<file path="src/rtl/fsmc_master.sv">
`default_nettype none
// +--------------------------------------------------------------------------+
// | fsmc_master: multiplexed-AD FSMC bus master (ADDR/AHLD/TURN/DATA/HOLD).  |
// | Optional burst mode via FSMC_MASTER_BURST_EN.   Revision: 1.0            |
// +--------------------------------------------------------------------------+
module fsmc_master #(
  parameter int unsigned ADDSET = 5,
  parameter int unsigned ADDHLD = 4,
  parameter int unsigned DATAST = 10,
  parameter int unsigned HOLD   = 3
) (
  input  logic        clk,
  input  logic        rst,
  input  logic        req_valid,
  output logic        req_ready,
  input  logic        req_write,
  input  logic [17:0] req_addr,
  input  logic [15:0] req_wdata,
`ifdef FSMC_MASTER_BURST_EN
  input  logic [10:0] req_len,
`endif
  output logic        rsp_valid,
  output logic [15:0] rsp_rdata,
  output logic        rsp_last,
  output logic [17:0] ad_out,
  output logic        ad_oe,
  input  logic [17:0] ad_in,
  output logic        nadv,
  output logic        nwe,
  output logic        noe
);

  localparam int unsigned ADDSET_E = (ADDSET == 0) ? 1 : ADDSET;
  localparam int unsigned ADDHLD_E = (ADDHLD == 0) ? 1 : ADDHLD;
  localparam int unsigned DATAST_E = (DATAST == 0) ? 1 : DATAST;
  localparam int unsigned HOLD_E   = (HOLD == 0) ? 1 : HOLD;
  localparam int unsigned MAX_A    = (ADDSET_E > ADDHLD_E) ? ADDSET_E : ADDHLD_E;
  localparam int unsigned MAX_B    = (DATAST_E > HOLD_E) ? DATAST_E : HOLD_E;
  localparam int unsigned MAX_T    = (MAX_A > MAX_B) ? MAX_A : MAX_B;
  localparam int unsigned CNT_W    = (MAX_T > 1) ? $clog2(MAX_T) : 1;

  localparam logic [CNT_W-1:0] ADDSET_LAST = CNT_W'(ADDSET_E - 1);
  localparam logic [CNT_W-1:0] ADDHLD_LAST = CNT_W'(ADDHLD_E - 1);
  localparam logic [CNT_W-1:0] DATAST_LAST = CNT_W'(DATAST_E - 1);
  localparam logic [CNT_W-1:0] HOLD_LAST   = CNT_W'(HOLD_E - 1);

  typedef enum logic [2:0] {
    ST_IDLE = 3'd0,
    ST_ADDR = 3'd1,
    ST_AHLD = 3'd2,
    ST_TURN = 3'd3,
    ST_DATA = 3'd4,
    ST_HOLD = 3'd5
  } state_t;

  state_t           state_q, state_d;
  logic [CNT_W-1:0] cnt_q, cnt_d;
  logic             write_q, write_d;
  logic [17:0]      addr_q, addr_d;
  logic [15:0]      wdata_q, wdata_d;
  logic [15:0]      rd_cap_q, rd_cap_d;
  logic             rsp_valid_q, rsp_valid_d;
  logic             rsp_last_q, rsp_last_d;
  logic [15:0]      rsp_rdata_q, rsp_rdata_d;
  logic             nadv_q, nadv_d;
  logic             nwe_q, nwe_d;
  logic             noe_q, noe_d;
  logic             ad_oe_q, ad_oe_d;
  logic [17:0]      ad_out_q, ad_out_d;
  logic             last_word;
  logic             unused_ad_hi;

`ifdef FSMC_MASTER_BURST_EN
  // rem_q counts the words still to run after the current one
  logic [10:0]      rem_q, rem_d;
  assign last_word = (rem_q == 11'd0);
`else
  assign last_word = 1'b1;
`endif

  assign unused_ad_hi = ^ad_in[17:16];
  assign req_ready    = (state_q == ST_IDLE) && !rst;

  always_comb begin
    state_d     = state_q;
    cnt_d       = cnt_q;
    write_d     = write_q;
    addr_d      = addr_q;
    wdata_d     = wdata_q;
    rd_cap_d    = rd_cap_q;
    rsp_valid_d = 1'b0;
    rsp_last_d  = 1'b0;
    rsp_rdata_d = rsp_rdata_q;
`ifdef FSMC_MASTER_BURST_EN
    rem_d       = rem_q;
`endif

    case (state_q)
      ST_IDLE: begin
        if (req_valid && req_ready) begin
          state_d = ST_ADDR;
          cnt_d   = '0;
          write_d = req_write;
          addr_d  = req_addr;
          wdata_d = req_wdata;
`ifdef FSMC_MASTER_BURST_EN
          if (req_len == 11'd0) begin
            rem_d = 11'd0;
          end else if (req_len > 11'd1024) begin
            rem_d = 11'd1023;
          end else begin
            rem_d = req_len - 11'd1;
          end
`endif
        end
      end
      ST_ADDR: begin
        if (cnt_q == ADDSET_LAST) begin
          state_d = ST_AHLD;
          cnt_d   = '0;
        end else begin
          cnt_d = cnt_q + CNT_W'(1);
        end
      end
      ST_AHLD: begin
        if (cnt_q == ADDHLD_LAST) begin
          state_d = write_q ? ST_DATA : ST_TURN;
          cnt_d   = '0;
        end else begin
          cnt_d = cnt_q + CNT_W'(1);
        end
      end
      ST_TURN: begin
        state_d = ST_DATA;
        cnt_d   = '0;
      end
      ST_DATA: begin
        if (cnt_q == DATAST_LAST) begin
          if (!write_q) begin
            rd_cap_d = ad_in[15:0];
          end
          state_d = ST_HOLD;
          cnt_d   = '0;
        end else begin
          cnt_d = cnt_q + CNT_W'(1);
        end
      end
      ST_HOLD: begin
        if (cnt_q == HOLD_LAST) begin
          rsp_valid_d = 1'b1;
          rsp_last_d  = last_word;
          rsp_rdata_d = write_q ? 16'h0000 : rd_cap_q;
          cnt_d       = '0;
          if (last_word) begin
            state_d = ST_IDLE;
          end else begin
            // next burst word starts immediately, address wraps at 2^18
            state_d = ST_ADDR;
            addr_d  = addr_q + 18'd1;
`ifdef FSMC_MASTER_BURST_EN
            rem_d   = rem_q - 11'd1;
`endif
          end
        end else begin
          cnt_d = cnt_q + CNT_W'(1);
        end
      end
      default: begin
        state_d = ST_IDLE;
        cnt_d   = '0;
      end
    endcase

    // bus pins are registered from the next state so they never glitch
    nadv_d   = 1'b1;
    nwe_d    = 1'b1;
    noe_d    = 1'b1;
    ad_oe_d  = 1'b0;
    ad_out_d = 18'd0;
    case (state_d)
      ST_ADDR: begin
        nadv_d   = 1'b0;
        ad_oe_d  = 1'b1;
        ad_out_d = addr_d;
      end
      ST_AHLD: begin
        ad_oe_d  = 1'b1;
        ad_out_d = addr_d;
      end
      ST_DATA: begin
        if (write_d) begin
          nwe_d    = 1'b0;
          ad_oe_d  = 1'b1;
          ad_out_d = {2'b00, wdata_d};
        end else begin
          noe_d = 1'b0;
        end
      end
      ST_HOLD: begin
        if (write_d) begin
          ad_oe_d  = 1'b1;
          ad_out_d = {2'b00, wdata_d};
        end
      end
      default: begin
      end
    endcase
  end

  always_ff @(posedge clk) begin
    if (rst) begin
      state_q     <= ST_IDLE;
      cnt_q       <= '0;
      write_q     <= 1'b0;
      addr_q      <= 18'd0;
      wdata_q     <= 16'h0000;
      rd_cap_q    <= 16'h0000;
      rsp_valid_q <= 1'b0;
      rsp_last_q  <= 1'b0;
      rsp_rdata_q <= 16'h0000;
      nadv_q      <= 1'b1;
      nwe_q       <= 1'b1;
      noe_q       <= 1'b1;
      ad_oe_q     <= 1'b0;
      ad_out_q    <= 18'd0;
`ifdef FSMC_MASTER_BURST_EN
      rem_q       <= 11'd0;
`endif
    end else begin
      state_q     <= state_d;
      cnt_q       <= cnt_d;
      write_q     <= write_d;
      addr_q      <= addr_d;
      wdata_q     <= wdata_d;
      rd_cap_q    <= rd_cap_d;
      rsp_valid_q <= rsp_valid_d;
      rsp_last_q  <= rsp_last_d;
      rsp_rdata_q <= rsp_rdata_d;
      nadv_q      <= nadv_d;
      nwe_q       <= nwe_d;
      noe_q       <= noe_d;
      ad_oe_q     <= ad_oe_d;
      ad_out_q    <= ad_out_d;
`ifdef FSMC_MASTER_BURST_EN
      rem_q       <= rem_d;
`endif
    end
  end

  assign rsp_valid = rsp_valid_q;
  assign rsp_last  = rsp_last_q;
  assign rsp_rdata = rsp_rdata_q;
  assign nadv      = nadv_q;
  assign nwe       = nwe_q;
  assign noe       = noe_q;
  assign ad_oe     = ad_oe_q;
  assign ad_out    = ad_out_q;

endmodule
`default_nettype wire

</file>
<file path="config.mk">
export PLATFORM = sky130hd
export DESIGN_NAME = fsmc_master
export DESIGN_NICKNAME = d
export VERILOG_FILES = /design/src/rtl/fsmc_master.sv
export SDC_FILE = /design/constraint.sdc
export NUM_CORES = 1
export LEC_CHECK = 0
export CAP_MARGIN = 10
export CORE_ASPECT_RATIO = 1.75
export CORE_MARGIN = 2
export CORE_UTILIZATION = 44
export DETAILED_ROUTE_END_ITERATION = 10
export PLACE_DENSITY = 0.8
export SYNTH_ARGS = -nofsm -noshare
export SYNTH_HDL_FRONTEND = slang
export SYNTH_SLANG_ARGS = --single-unit
</file>
<file path="constraint.sdc">
create_clock -name clk -period 2.36 [get_ports clk]
set_clock_uncertainty 0.15 [all_clocks]
set_input_delay 0.472 -clock clk [delete_from_list [all_inputs] [get_ports clk]]
set_output_delay 0.472 -clock clk [all_outputs]
set_load 0.03 [all_outputs]
</file>
==> flow_results.org, run 1 <==
** Outcome
- Result of the run :: finished clean

** Synthesis
- Synthesis instantiated 45 different standard cells from the library.
- Mean area per synthesized cell :: between 10 and 15 µm²
- Among all flip-flop cells after synthesis, the most frequent one is sky130_fd_sc_hd__dfxtp_1.
- Cells after Synth :: 348
- Post-synthesis register bit count :: between 90 and 100
- Number of synthesized flops with an enable pin :: 0
- The Yosys step of the flow raised 0 warnings.
- Fraction of the yosys area taken by sequential cells :: between 50 and 60%
- Syn nets :: between 400 and 500
- Post-Synthesis Cell Area :: roughly 3800 µm²
- Of all flip-flops after synthesis, the portion carrying an async set or reset was 0%.

** Global route
- The first global-routing pass estimated about 14 mm of wire.
- Global routing consumed, over all layers together, 19.1% of the routing resources.
- The number of antenna violations at the first check in global routing came to 0.
- Entering global routing, the biggest net connects 40 pins.
- Via count of the first global-routing pass :: 3039
- The total overflow left after global routing is 0.

** Critical path
- Highest cell delay on the worst timing path :: between 0.4 and 0.5 ns
- Delay-heaviest family, CP :: simple AND/OR/NAND/NOR gates
- Category of the critical setup timing path :: register to register
- Counting both buffers and inverters, the worst setup path holds a total of 2.
- In this run the worst path has a maximum fanout of 9.
- The worst setup path is launched from a register.
- Kind of capture point of the worst setup path :: register
- Critical path data arrival time :: around 2.4 ns
- Data required time of the worst path :: around 2.4 ns
- The critical path goes through ha_2 -> nor4bb_4 -> o32a_1 -> nor4b_4 -> buf_4 -> buf_6 -> o32ai_2 -> and2_1.
- Cell with the largest stage delay on the worst path :: sky130_fd_sc_hd__dfxtp_1

** Power and ir drop
- Across the VDD grid, the largest voltage drop is around 0.00054 V.
- For this design the ratio of total power to cell area is approximately 700 nW/µm².
- The design draws around 3700 µW.
- Leakage power :: between 0.002 and 0.0025 µW

** Die
- The core region is between 8000 and 9000 µm².
- The floorplan step set the die width to approximately 74 µm.
- The floorplan step defined a die boundary enclosing roughly 9400 µm².
- Chip height :: 127 µm
- Starting density of the core :: between 40% and 50%
- The initialized floorplan defines between 40 and 50 standard-cell rows.
- Number of top-level pins :: just under 100

** Layout
- Once layout is done, the placed cells without fillers occupy about 5300 µm².
- Share of post-route cells with drive strength above 1 :: between 10% and 20%
- At the end of the flow the core is filled with cells to a little under two thirds.
- Relative to the synthesized area, the layout overhead comes to 40.6%.
- The net count of the finished layout is 512.
- 0 antenna diodes ended up in the layout.
- After filler insertion, the fill cell instance count of the layout stands at around 640.
- Final instance count without filler cells :: approximately 570

** Clock tree
- In this run the clock root is driven by a sky130_fd_sc_hd__clkbuf_16.
- The clock tree synthesis step divided the H-tree into 3 levels.
- The clock drives 97 sinks.
- Insertion delay to the later sink of the worst-skew pair :: 0.34 ns
- The number of clock buffers added by TritonCTS is 9.
- TritonCTS clock tree :: done
- Max clock buf depth :: 2
- Worst-path clk slew :: 0.06 ns

** Drt
- In this run, the number of DRC markers left after iteration 0 of detailed routing was about 130.
- For this block, the via count after detailed routing is between 2000 and 3000.
- Average via count per standard cell :: 5.10
- For this block, the routed nets add up to roughly 8.7 mm of wire.
- The pre-antenna-repair detailed-routing pass consisted of 4 iterations.
- In the routed design, unresolved DRC markers number 0.
- Antenna Nets Post-Route :: 0
- Average routed wire per standard cell :: between 15 and 20 µm

** Place
- Once placement finished, the instance area stood at about 4900 µm².
- Number of cells after detailed placement :: about 550
- Detail Placement HPWL :: about 6 mm
- Pre-CTS WS :: -0.0367 ns
- In this run the tool buffered the top-level ports with 94 buffer cells.
- Routability congestion estimate from global placement :: around 0.84

** Timing
- Slew @ Worst Pin :: around 0.65 ns
- Count of endpoints failing hold in the final timing report :: 0
- Final setup margin :: between 0.08 and 0.09 ns
- Finish-stage setup viols :: 0
- Minimum period implied by the final worst setup slack :: between 2 and 2.5 ns
- Crit share post-route :: between 90% and 100%
- The final count of pins violating max slew came to 0.
- Worst max-slew margin expressed relative to the limit :: a little under three fifths
- Maximum clock frequency :: 0.439 GHz

** Hold path
- The min-delay analysis places its worst path in the category register to register.

** Run
- Across the run, the number of max-cap violations was 0.
## cells in the mapped netlist, drive strengths merged (3+ instances only)
cell type  instances  area [µm²]
a21oi              5        28.8
a22o              16         140
a31oi              3        18.8
and2              16         100
buf               14         131
clkbuf             9        33.8
dfxtp             97        1940
ha                 4        50.1
inv                4        15.0
mux2i             48         480
nand2              6        22.5
nand2b             4        25.0
nand3              4        20.0
nand3b             6        45.0
nor2              57         214
nor2b              9        56.3
nor3               3        25.0
o22ai              3        18.8
o32ai             16         148
## cells in the final DEF, fill, tap and decap left out, types with 4 or more instances in the layout
cell	n
sky130_fd_sc_hd__o32ai_2	4
sky130_fd_sc_hd__mux2i_1	48
sky130_fd_sc_hd__a22o_1	16
sky130_fd_sc_hd__nand2_1	6
sky130_fd_sc_hd__nand3b_1	6
sky130_fd_sc_hd__nand2b_1	4
sky130_fd_sc_hd__clkdlybuf4s50_1	92
sky130_fd_sc_hd__o32ai_1	12
sky130_fd_sc_hd__a21oi_1	4
sky130_fd_sc_hd__nor2b_1	9
sky130_fd_sc_hd__nor2_1	57
sky130_fd_sc_hd__dfxtp_1	95
sky130_fd_sc_hd__and2_1	16
sky130_fd_sc_hd__buf_4	15
sky130_fd_sc_hd__clkbuf_16	9
sky130_fd_sc_hd__nand3_1	4
sky130_fd_sc_hd__buf_6	4
## state kept, by name (all words and copies together), names as in the netlist
name	cells
addr_q	18
write_q	1
state_q	3
rsp_rdata	16
ad_out	18
rsp_last	1
cnt_q	4
nadv	1
rd_cap_q	16
noe	1
ad_oe	1
nwe	1
wdata_q	16
## stage by stage
step	hold WS, ns	TNS [ns]
after floorplan	0.292	0
after global placement	0.299	-0.0149
after detailed placement	0.310	-0.356
after CTS	0.325	0
after global routing	0.341	-0.0297
final	0.320	0
## routing by layer
metal	GRT usage [%]	wire length [µm]	up-vias
li1	-	-	1431
met1	21.6	3490	1378
met2	33.0	4500	93
met3	4.21	448	16
met4	9.20	215	0
met5	0	0	-
## cell type report
type | instances | area, µm² | area share, %
clock inverters | 6 | 113 | 2.12
multi-input cells | 224 | 1720 | 32.3
flip-flops and latches | 97 | 1940 | 36.6
repair buffers | 116 | 1150 | 21.6
clock buffers | 10 | 239 | 4.49
well taps | 115 | 144 | 2.71
inverters | 4 | 15.0 | 0.282
## power breakdown
group | total, µW | leakage [µW] | switching (µW) | internal (µW)
logic | 356 | 0.00119 | 165 | 191
registers | 1700 | 0.000787 | 18.3 | 1680
clock network | 1670 | 0.000173 | 603 | 1070
total | 3720 | 0.00215 | 786 | 2940
## timing repair
item / 4_1_cts / 5_1_grt
endpoints found under the setup margin: 16 / 19
gates resized for setup: 1 / 15
hold buffers: 0 / 0
setup buffers: 0 / 3
pin swaps: 0 / 3
cloned: 0 / 1
## worst paths after layout
check	start	endpoint	slack (ns)	cells after the start
worst min-delay path	rd_cap_q[13]	rsp_rdata[13]	0.32	1
worst max-delay path	cnt_q[1]	ad_out[15]	0.08	8
worst max register to register	cnt_q[1]	ad_out[15]	0.08	8
worst min register to register	rd_cap_q[13]	rsp_rdata[13]	0.32	1
## cells by family (layout without fill, tap and decap cells)
| family | Yosys count | after routing | share of synthesized area, % |
|---|---|---|---|
| mux | 50 | 50 | 13.3 |
| flops | 97 | 97 | 51.3 |
| simple gates | 118 | 118 | 17.8 |
| compound gates | 52 | 52 | 11.5 |
| buf+inv | 27 | 136 | 4.76 |
| fa+ha+maj | 4 | 4 | 1.32 |
Note: power is estimated with default switching activity, not from simulation.
==> run 2, diff against run 1 <==
- CORE_UTILIZATION: 44 -> 48
- GPL_ROUTABILITY_DRIVEN: unset -> 0
- PLACE_DENSITY: 0.8 -> 0.83
- clock period: 2.36 -> 2.35 ns (I/O delays scaled with it)
==> run 2 against run 1 <==
Net effect: the run now ends with negative setup slack left; critical path depth increased by 1; global-route usage increased by 2.4 points; worst hold slack improved by 0.0014 ns; first-iteration DRC count increased by 17%; sequential power about the same; critical path type unchanged.
==> flow_results.org, run 2 (same netlist as run 1, synthesis figures left out) <==
** Outcome
- Result of the run :: finished, violations left (was finished clean)
- The final reports fail on negative setup slack.

** Power and ir drop
- Power density cells :: 649 nW/µm² (was 700 nW/µm²)
- The reported leakage power came to 0.00217 µW (was 0.00215 µW).
- The largest vdd supply drop is 0.000528 V (was 0.000545 V).

** Critical path
- Delay-heaviest family, CP :: simple AND/OR/NAND/NOR gates (unchanged)
- The critical path's largest stage delay came to 0.40 ns (was 0.41 ns).
- Start of the worst register-to-register path :: cnt_q[0] (was cnt_q[1])
- Worst setup slack for register-to-register paths :: -0.005 ns (was 0.08 ns)
- R2R cell count :: 9 (was 8)
- The slowest cell on the critical path is sky130_fd_sc_hd__or3_1 (was sky130_fd_sc_hd__dfxtp_1).
- The critical path data required time is 2.49 ns (was 2.43 ns).
- The classification of the worst setup path was register to register (unchanged).
- The end of the worst register-to-register path is ad_out[1] (was ad_out[15]).
- List of cells traversed by the critical path: inv_1 -> ha_1 -> nor3b_4 -> buf_4 -> a21oi_2 -> or3_1 -> buf_8 -> o32ai_1 -> and2_1 (was ha_2 -> nor4bb_4 -> o32a_1 -> nor4b_4 -> buf_4 -> buf_6 -> o32ai_2 -> and2_1).
- The endpoint type of the worst setup path is a register (unchanged).
- The data arrival at the endpoint of the critical path was 2.49 ns (was 2.35 ns).
- Critical path fanouts, max :: 17 (was 9)
- The critical path launch point type was a register (unchanged).
- The buffering stage count on the worst path with inverters included is 3 (was 2).

** Timing
- Setup TNS :: -0.00451 ns (was 0 ns)
- The share of the clock period used by the worst path came to 100% (was 96.5%).
- Setup repair after global routing could not meet its margin everywhere.
- Worst max-slew margin expressed relative to the limit :: 54.3% (was 56.7%)
- The number of endpoints failing setup at the final stage was 1 (was 0).
- The final count of pins violating max slew is 0 (unchanged).
- Count of endpoints failing hold in the final timing report :: 0 (unchanged)
- The post-route minimum period is 2.35 ns (was 2.28 ns).
- Maximum clock frequency :: 0.425 GHz (was 0.439 GHz)
- Final setup margin :: -0.00451 ns (was 0.0826 ns)
- The worst-margin pin slew was 0.683 ns (was 0.647 ns).

** Global route
- Overall Global Routing Usage :: 21.6% (was 19.1%)
- The pin count of the biggest net entering global routing was 37 (was 40).
- Initial antenna violation count :: 0 (unchanged)
- Remaining global-route overflow :: 0 (unchanged)
- The global-route wire length before repair was 14.6 mm (was 14.1 mm).
- Via count of the first global-routing pass :: 3108 (was 3039)

** Drt
- Antenna Nets Post-Route :: 0 (unchanged)
- The number of DRC violations after detailed-routing iteration 0 came to 148 (was 127).
- The via density per instance was 5.47 (was 5.10).
- The average wire per cell in the routed design was 17.2 µm (was 15.1 µm).
- The number of detailed-routing iterations run before antenna repair is 4 (unchanged).
- The total number of vias is 3041 (was 2918).
- The overall routed net length is 9.55 mm (was 8.65 mm).
- The total DRC errors in the routed layout was 0 (unchanged).

** Place
- Number of buffers inserted by port buffering :: 94 (unchanged)
- Area of placed instances :: 4890 µm² (was 4870 µm²)
- Detail Placement HPWL :: 6.23 mm (was 5.93 mm)

** Hold path
- The critical hold path startpoint was rd_cap_q[11] (was rd_cap_q[13]).
- Hold Path Sink :: rsp_rdata[11] (was rsp_rdata[13])
- The worst hold path stage count came to 1 (unchanged).
- Worst Hold Class :: register to register (unchanged)

** Clock tree
- Root Buffer Master :: sky130_fd_sc_hd__clkbuf_16 (unchanged)
- TritonCTS clock tree :: done (unchanged)
- Level count of the clock H-tree :: 3 (unchanged)
- Worst-path clk slew :: 0.06 ns (about the same)
- Max clock buf depth :: 2 (unchanged)
- Insertion delay to the later sink of the worst-skew pair :: 0.34 ns (about the same)
- The number of clock buffers inserted by TritonCTS came to 9 (unchanged).
- Cts hold-fix bufs :: 0 (unchanged)
- Count of clock tree sinks :: 97 (unchanged)

** Layout
- The ratio of cells with drive above 1 in the final layout came to 17.5% (was 14.4%).
- The commonest non-fill, non-tap cell in the layout was sky130_fd_sc_hd__dfxtp_1 (unchanged).
- The number of nets in the finished design was 523 (was 512).
- Top library cells by usage in the layout, fill and taps aside: sky130_fd_sc_hd__dfxtp_1, sky130_fd_sc_hd__clkdlybuf4s50_1, sky130_fd_sc_hd__nor2_1, sky130_fd_sc_hd__mux2i_1, sky130_fd_sc_hd__buf_4 (was sky130_fd_sc_hd__dfxtp_1, sky130_fd_sc_hd__clkdlybuf4s50_1, sky130_fd_sc_hd__nor2_1, sky130_fd_sc_hd__mux2i_1).
- Area growth syn-to-layout :: 41.9% (was 40.6%)
- Number of inserted diodes :: 0 (unchanged)
- Summed area of non-filler cells in the final layout :: 5370 µm² (was 5320 µm²)
- The filler cell count in the final layout is 525 (was 641).

** Die
- The standard-cell row count came to 42 (was 44).
- The x dimension of the die is 71.1 µm (was 74.1 µm).
- Starting density of the core :: 49.7% (was 45.5%)
- Number of top-level pins :: 97 (unchanged)
- The die area is 8640 µm² (was 9390 µm²).
- Chip height :: 121 µm (was 127 µm)
- The core region area was 7620 µm² (was 8310 µm²).

** Run
- The number of maximum-capacitance constraint violations came to 0 (unchanged).
==> run 2: what timing repair did <==
| action | CTS | global route |
|---|---|---|
| pin swaps | 0 | 4 |
| endpoints found under the setup margin | 33 | 19 |
| resized for setup | 3 | 27 |
| cloned | 0 | 2 |
| setup buffers | 0 | 5 |
| endpoints found under the hold margin | 0 | 0 |
==> run 2: how the worst max path moves through the flow <==
stage / startpoint / to / depth (start not counted)
finish: cnt_q[0] / ad_out[1] / 9
global route: cnt_q[0] / ad_out[1] / 9
CTS: cnt_q[0] / ad_oe / 8
detailed placement: req_valid / ad_out[6] / 6
global placement: req_valid / ad_out[9] / 6
floorplan: cnt_q[0] / ad_out[15] / 7
==> run 2: power breakdown <==
| group | internal [µW] | switching (µW) |
|---|---|---|
| clock | 780 | 610 |
| sequential | 1690 | 15.7 |
| combinational | 209 | 185 |
==> run 2: metal layers <==
metal	vias to the layer above	routed length [µm]	GRT usage, %
li1	1454	-	-
met2	108	5260	40.7
met1	1462	3570	22.3
met5	-	0	0
met3	17	535	5.65
met4	0	182	7.90
==> run 2: final cells by class <==
class / count / area (µm²) / area share (%)
Sequential cell: 97 / 1950 / 36.3
Multi-Input combinational cell: 224 / 1770 / 33.0
Timing Repair Buffer: 127 / 1230 / 23.0
Tap cell: 88 / 110 / 2.05
Clock buffer: 11 / 253 / 4.71
Inverter: 4 / 15.0 / 0.280
Clock inverter: 5 / 36.3 / 0.676
==> run 2: per-stage QoR <==
stage	power [µW]	cells	worst slack (ns)	util, %	hold slack (ns)
floorplan	1930	348	0.158	-	0.292
global placement	2070	533	-0.216	64.2	0.298
detailed placement	2080	533	-0.236	64.2	0.307
CTS	3460	549	0.00172	68.3	0.322
global route	3600	556	-0.122	70.5	0.348
finish	3490	556	-0.00451	70.5	0.321
==> run 3, diff against run 2 <==
- CELL_PAD_IN_SITES_DETAIL_PLACEMENT: unset -> 0
- CELL_PAD_IN_SITES_GLOBAL_PLACEMENT: unset -> 1
- CORE_MARGIN: 2 -> unset
- CORE_UTILIZATION: 48 -> 37
- PLACE_DENSITY: 0.83 -> 0.82
==> run 3 against run 2 <==
Net effect: the flow now finishes without violations; non-clock buffer count increased by 24; maximum frequency increased by 2.7%; first-iteration DRC count is 43% lower; setup slack improved by 0.063 ns; die area rose by 23%.
==> flow_results.org, run 3 (same netlist as run 1, synthesis figures left out) <==
** Critical path
- The launching element of the worst setup path is state_q[2] (was cnt_q[0]).
- Startpoint kind of the worst setup timing path :: register (unchanged)
- Critical path fanouts, max :: 16 (was 17)
- The logic depth of the worst register-to-register path was 7 (was 9).
- Worst setup slack for register-to-register paths :: 0.06 ns (was -0.005 ns)
- The end of the worst register-to-register path was ad_out[15] (was ad_out[1]).
- The data arrival at the endpoint of the critical path is 2.37 ns (was 2.49 ns).
- Cell with the largest stage delay on the worst path :: sky130_fd_sc_hd__or3_4 (was sky130_fd_sc_hd__or3_1)
- List of cells traversed by the critical path :: or3_4 -> buf_4 -> or2_2 -> buf_6 -> mux2i_1 -> o32ai_2 -> and2_1 (was inv_1 -> ha_1 -> nor3b_4 -> buf_4 -> a21oi_2 -> or3_1 -> buf_8 -> o32ai_1 -> and2_1)
- Kind of capture point of the worst setup path :: register (unchanged)
- The reg-to-reg critical path startpoint is state_q[2] (was cnt_q[0]).
- The classification of the worst setup path was register to register (unchanged).
- The critical path data required time is 2.43 ns (was 2.49 ns).
- Highest cell delay on the worst timing path :: 0.41 ns (was 0.40 ns)

** Timing
- Final Max Tran Viols :: 0 (unchanged)
- The final hold slack came to 0.322 ns (was 0.321 ns).
- The worst-margin pin slew is 0.455 ns (was 0.683 ns).
- Final setup margin :: 0.0583 ns (was -0.00451 ns)
- Count of endpoints failing hold in the final timing report :: 0 (unchanged)
- The post-route minimum period is 2.29 ns (was 2.35 ns).
- The number of endpoints failing setup at the final stage is 0 (was 1).
- The total negative setup slack is 0 ns (was -0.00451 ns).
- Crit share post-route :: 97.5% (was 100%)
- The worst slew margin relative to its limit came to 69.5% (was 54.3%).
- The fmax came to 0.436 GHz (was 0.425 GHz).

** Die
- The standard-cell row count came to 48 (was 42).
- The chip height was 136 µm (was 121 µm).
- Number of top-level pins :: 97 (unchanged)
- Starting density of the core :: 38.2% (was 49.7%)
- Horizontal die dimension :: 78.4 µm (was 71.1 µm)
- Die area :: 10700 µm² (was 8640 µm²)
- Area of the core region :: 9910 µm² (was 7620 µm²)

** Layout
- Top library cells by usage in the layout, fill and taps aside: sky130_fd_sc_hd__dfxtp_1, sky130_fd_sc_hd__clkdlybuf4s50_1, sky130_fd_sc_hd__nor2_1, sky130_fd_sc_hd__buf_4, sky130_fd_sc_hd__mux2i_1 (was sky130_fd_sc_hd__dfxtp_1, sky130_fd_sc_hd__clkdlybuf4s50_1, sky130_fd_sc_hd__nor2_1, sky130_fd_sc_hd__mux2i_1, sky130_fd_sc_hd__buf_4).
- The area of the multi-input gates came to 1760 µm² (was 1770 µm²).
- Share of post-route cells with drive strength above 1 :: 21.5% (was 17.5%)
- The area added between synthesis and finish came to 47.7% (was 41.9%).
- Filler cell count in the final layout :: 886 (was 525)
- Final instance count without filler cells :: 617 (was 556)
- Net count reported at finish :: 547 (was 523)
- The core occupancy in the finished layout was 56.4% (was 70.5%).
- Number of inserted diodes :: 0 (unchanged)
- The sequential cell area was 1940 µm² (was 1950 µm²).
- Most common cell after layout, fill and taps aside :: sky130_fd_sc_hd__dfxtp_1 (unchanged)

** Clock tree
- Worst-path clk slew :: 0.07 ns (was 0.06 ns)
- Insertion delay to the later sink of the worst-skew pair :: 0.34 ns (about the same)
- TritonCTS clock tree :: done (unchanged)
- Level count of the clock H-tree :: 3 (unchanged)
- Cts hold-fix bufs :: 0 (unchanged)
- The buffer type at the clock tree root is sky130_fd_sc_hd__clkbuf_16 (unchanged).
- The count of clock tree sinks was 97 (unchanged).
- The deepest clock path buffer count is 2 (unchanged).
- The number of clock buffers inserted by TritonCTS was 9 (unchanged).

** Drt
- Antenna Nets Post-Route :: 0 (unchanged)
- The total number of vias was 3066 (was 3041).
- Residual DRC :: 0 (unchanged)
- Number of search-and-repair iterations in the first detailed-routing pass :: 4 (unchanged)
- The number of DRC violations after detailed-routing iteration 0 was 84 (was 148).
- Sum of routed wire length over all layers :: 9.16 mm (was 9.55 mm)
- Average routed wire per standard cell :: 14.8 µm (was 17.2 µm)
- The via density per instance was 4.97 (was 5.47).

** Place
- Number of cells after detailed placement :: 596 (was 533)
- Number of buffers inserted by port buffering :: 94 (unchanged)
- Pre-CTS WS :: -0.372 ns (was -0.236 ns)
- Detail Placement HPWL :: 6.49 mm (was 6.23 mm)

** Global route
- Met3 track demand over resource in global routing :: 4.31% (was 5.65%)
- The pin count of the biggest net entering global routing is 39 (was 37).
- Global-route wire length before repair :: 14.6 mm (about the same)
- Global-route track usage on met1 :: 19.2% (was 22.3%)
- Peak-usage layer in the global routing report :: met2 (unchanged)
- The number of antenna violations at the first check in global routing was 0 (unchanged).
- Met2 track demand over resource in global routing :: 32.7% (was 40.7%)
- The total congestion overflow was 0 (unchanged).
- Via count of the first global-routing pass :: 3077 (was 3108)
- Overall Global Routing Usage :: 17.7% (was 21.6%)

** Hold path
- The end point of the most critical hold path is rsp_rdata[6] (was rsp_rdata[11]).
- The worst hold path stage count is 1 (unchanged).
- Worst Hold Class :: register to register (unchanged)
- Hold wc startpoint :: rd_cap_q[6] (was rd_cap_q[11])

** Power and ir drop
- Leakage power :: 0.00227 µW (was 0.00217 µW)
- Peak VDD IR :: 0.000456 V (was 0.000528 V)
- Power density cells :: 637 nW/µm² (was 649 nW/µm²)

** Outcome
- Result of the run :: finished clean (was finished, violations left)

** Run
- Number of max-capacitance violations reported :: 0 (unchanged)
==> run 3: cell type report <==
| class | count | share of cell area, % |
|---|---|---|
| inverter | 4 | 0.269 |
| multi-input combinational | 224 | 31.4 |
| timing repair buffer | 151 | 25.4 |
| tap | 125 | 2.80 |
| clock buffer | 11 | 4.52 |
| sequential | 97 | 34.8 |
| clock inverter | 5 | 0.806 |
==> run 3: critical path: cells and delay by family (launching register included) <==
kind	cells	cell delay [ns]
simple gates	3	0.93
buf+inv	2	0.37
mux	1	0.26
flops	1	0.37
compound gates	1	0.11
==> run 3: through the flow <==
stage	instance area (µm²)	total power, µW
floorplan	3780	1930
global placement	5120	2120
detailed placement	5120	2120
CTS	5440	3560
global route	5590	3690
finish	5590	3560
==> run 3: what timing repair did <==
item | 4_1_cts | 5_1_grt
setup endpoints to repair | 16 | 19
endpoints found under the hold margin | 0 | 0
resized for setup | 2 | 26
setup buffers | 0 | 3
cloned | 0 | 2
pin swaps | 0 | 1
==> run 3: worst max path at each step <==
stage	slack [ns]	to	cells past startpoint
floorplan	0.16	ad_out[15]	7
global placement	-0.29	ad_out[14]	6
detailed placement	-0.37	ad_out[15]	6
CTS	0.002	ad_oe	7
global route	-0.02	ad_out[8]	7
finish	0.06	ad_out[15]	7
==> run 3: report_power, final <==
part           internal [µW]  leakage [µW]  switching, µW
Clock                    792      0.000145            640
Sequential              1690      0.000787           15.6
Combinational            241       0.00133            184
==> run 3: layer usage <==
layer	share of wire [%]	up-vias
met4	1.5	0
met3	4.4	12
met2	54	89
li1	-	1502
met1	40	1463
met5	0	-
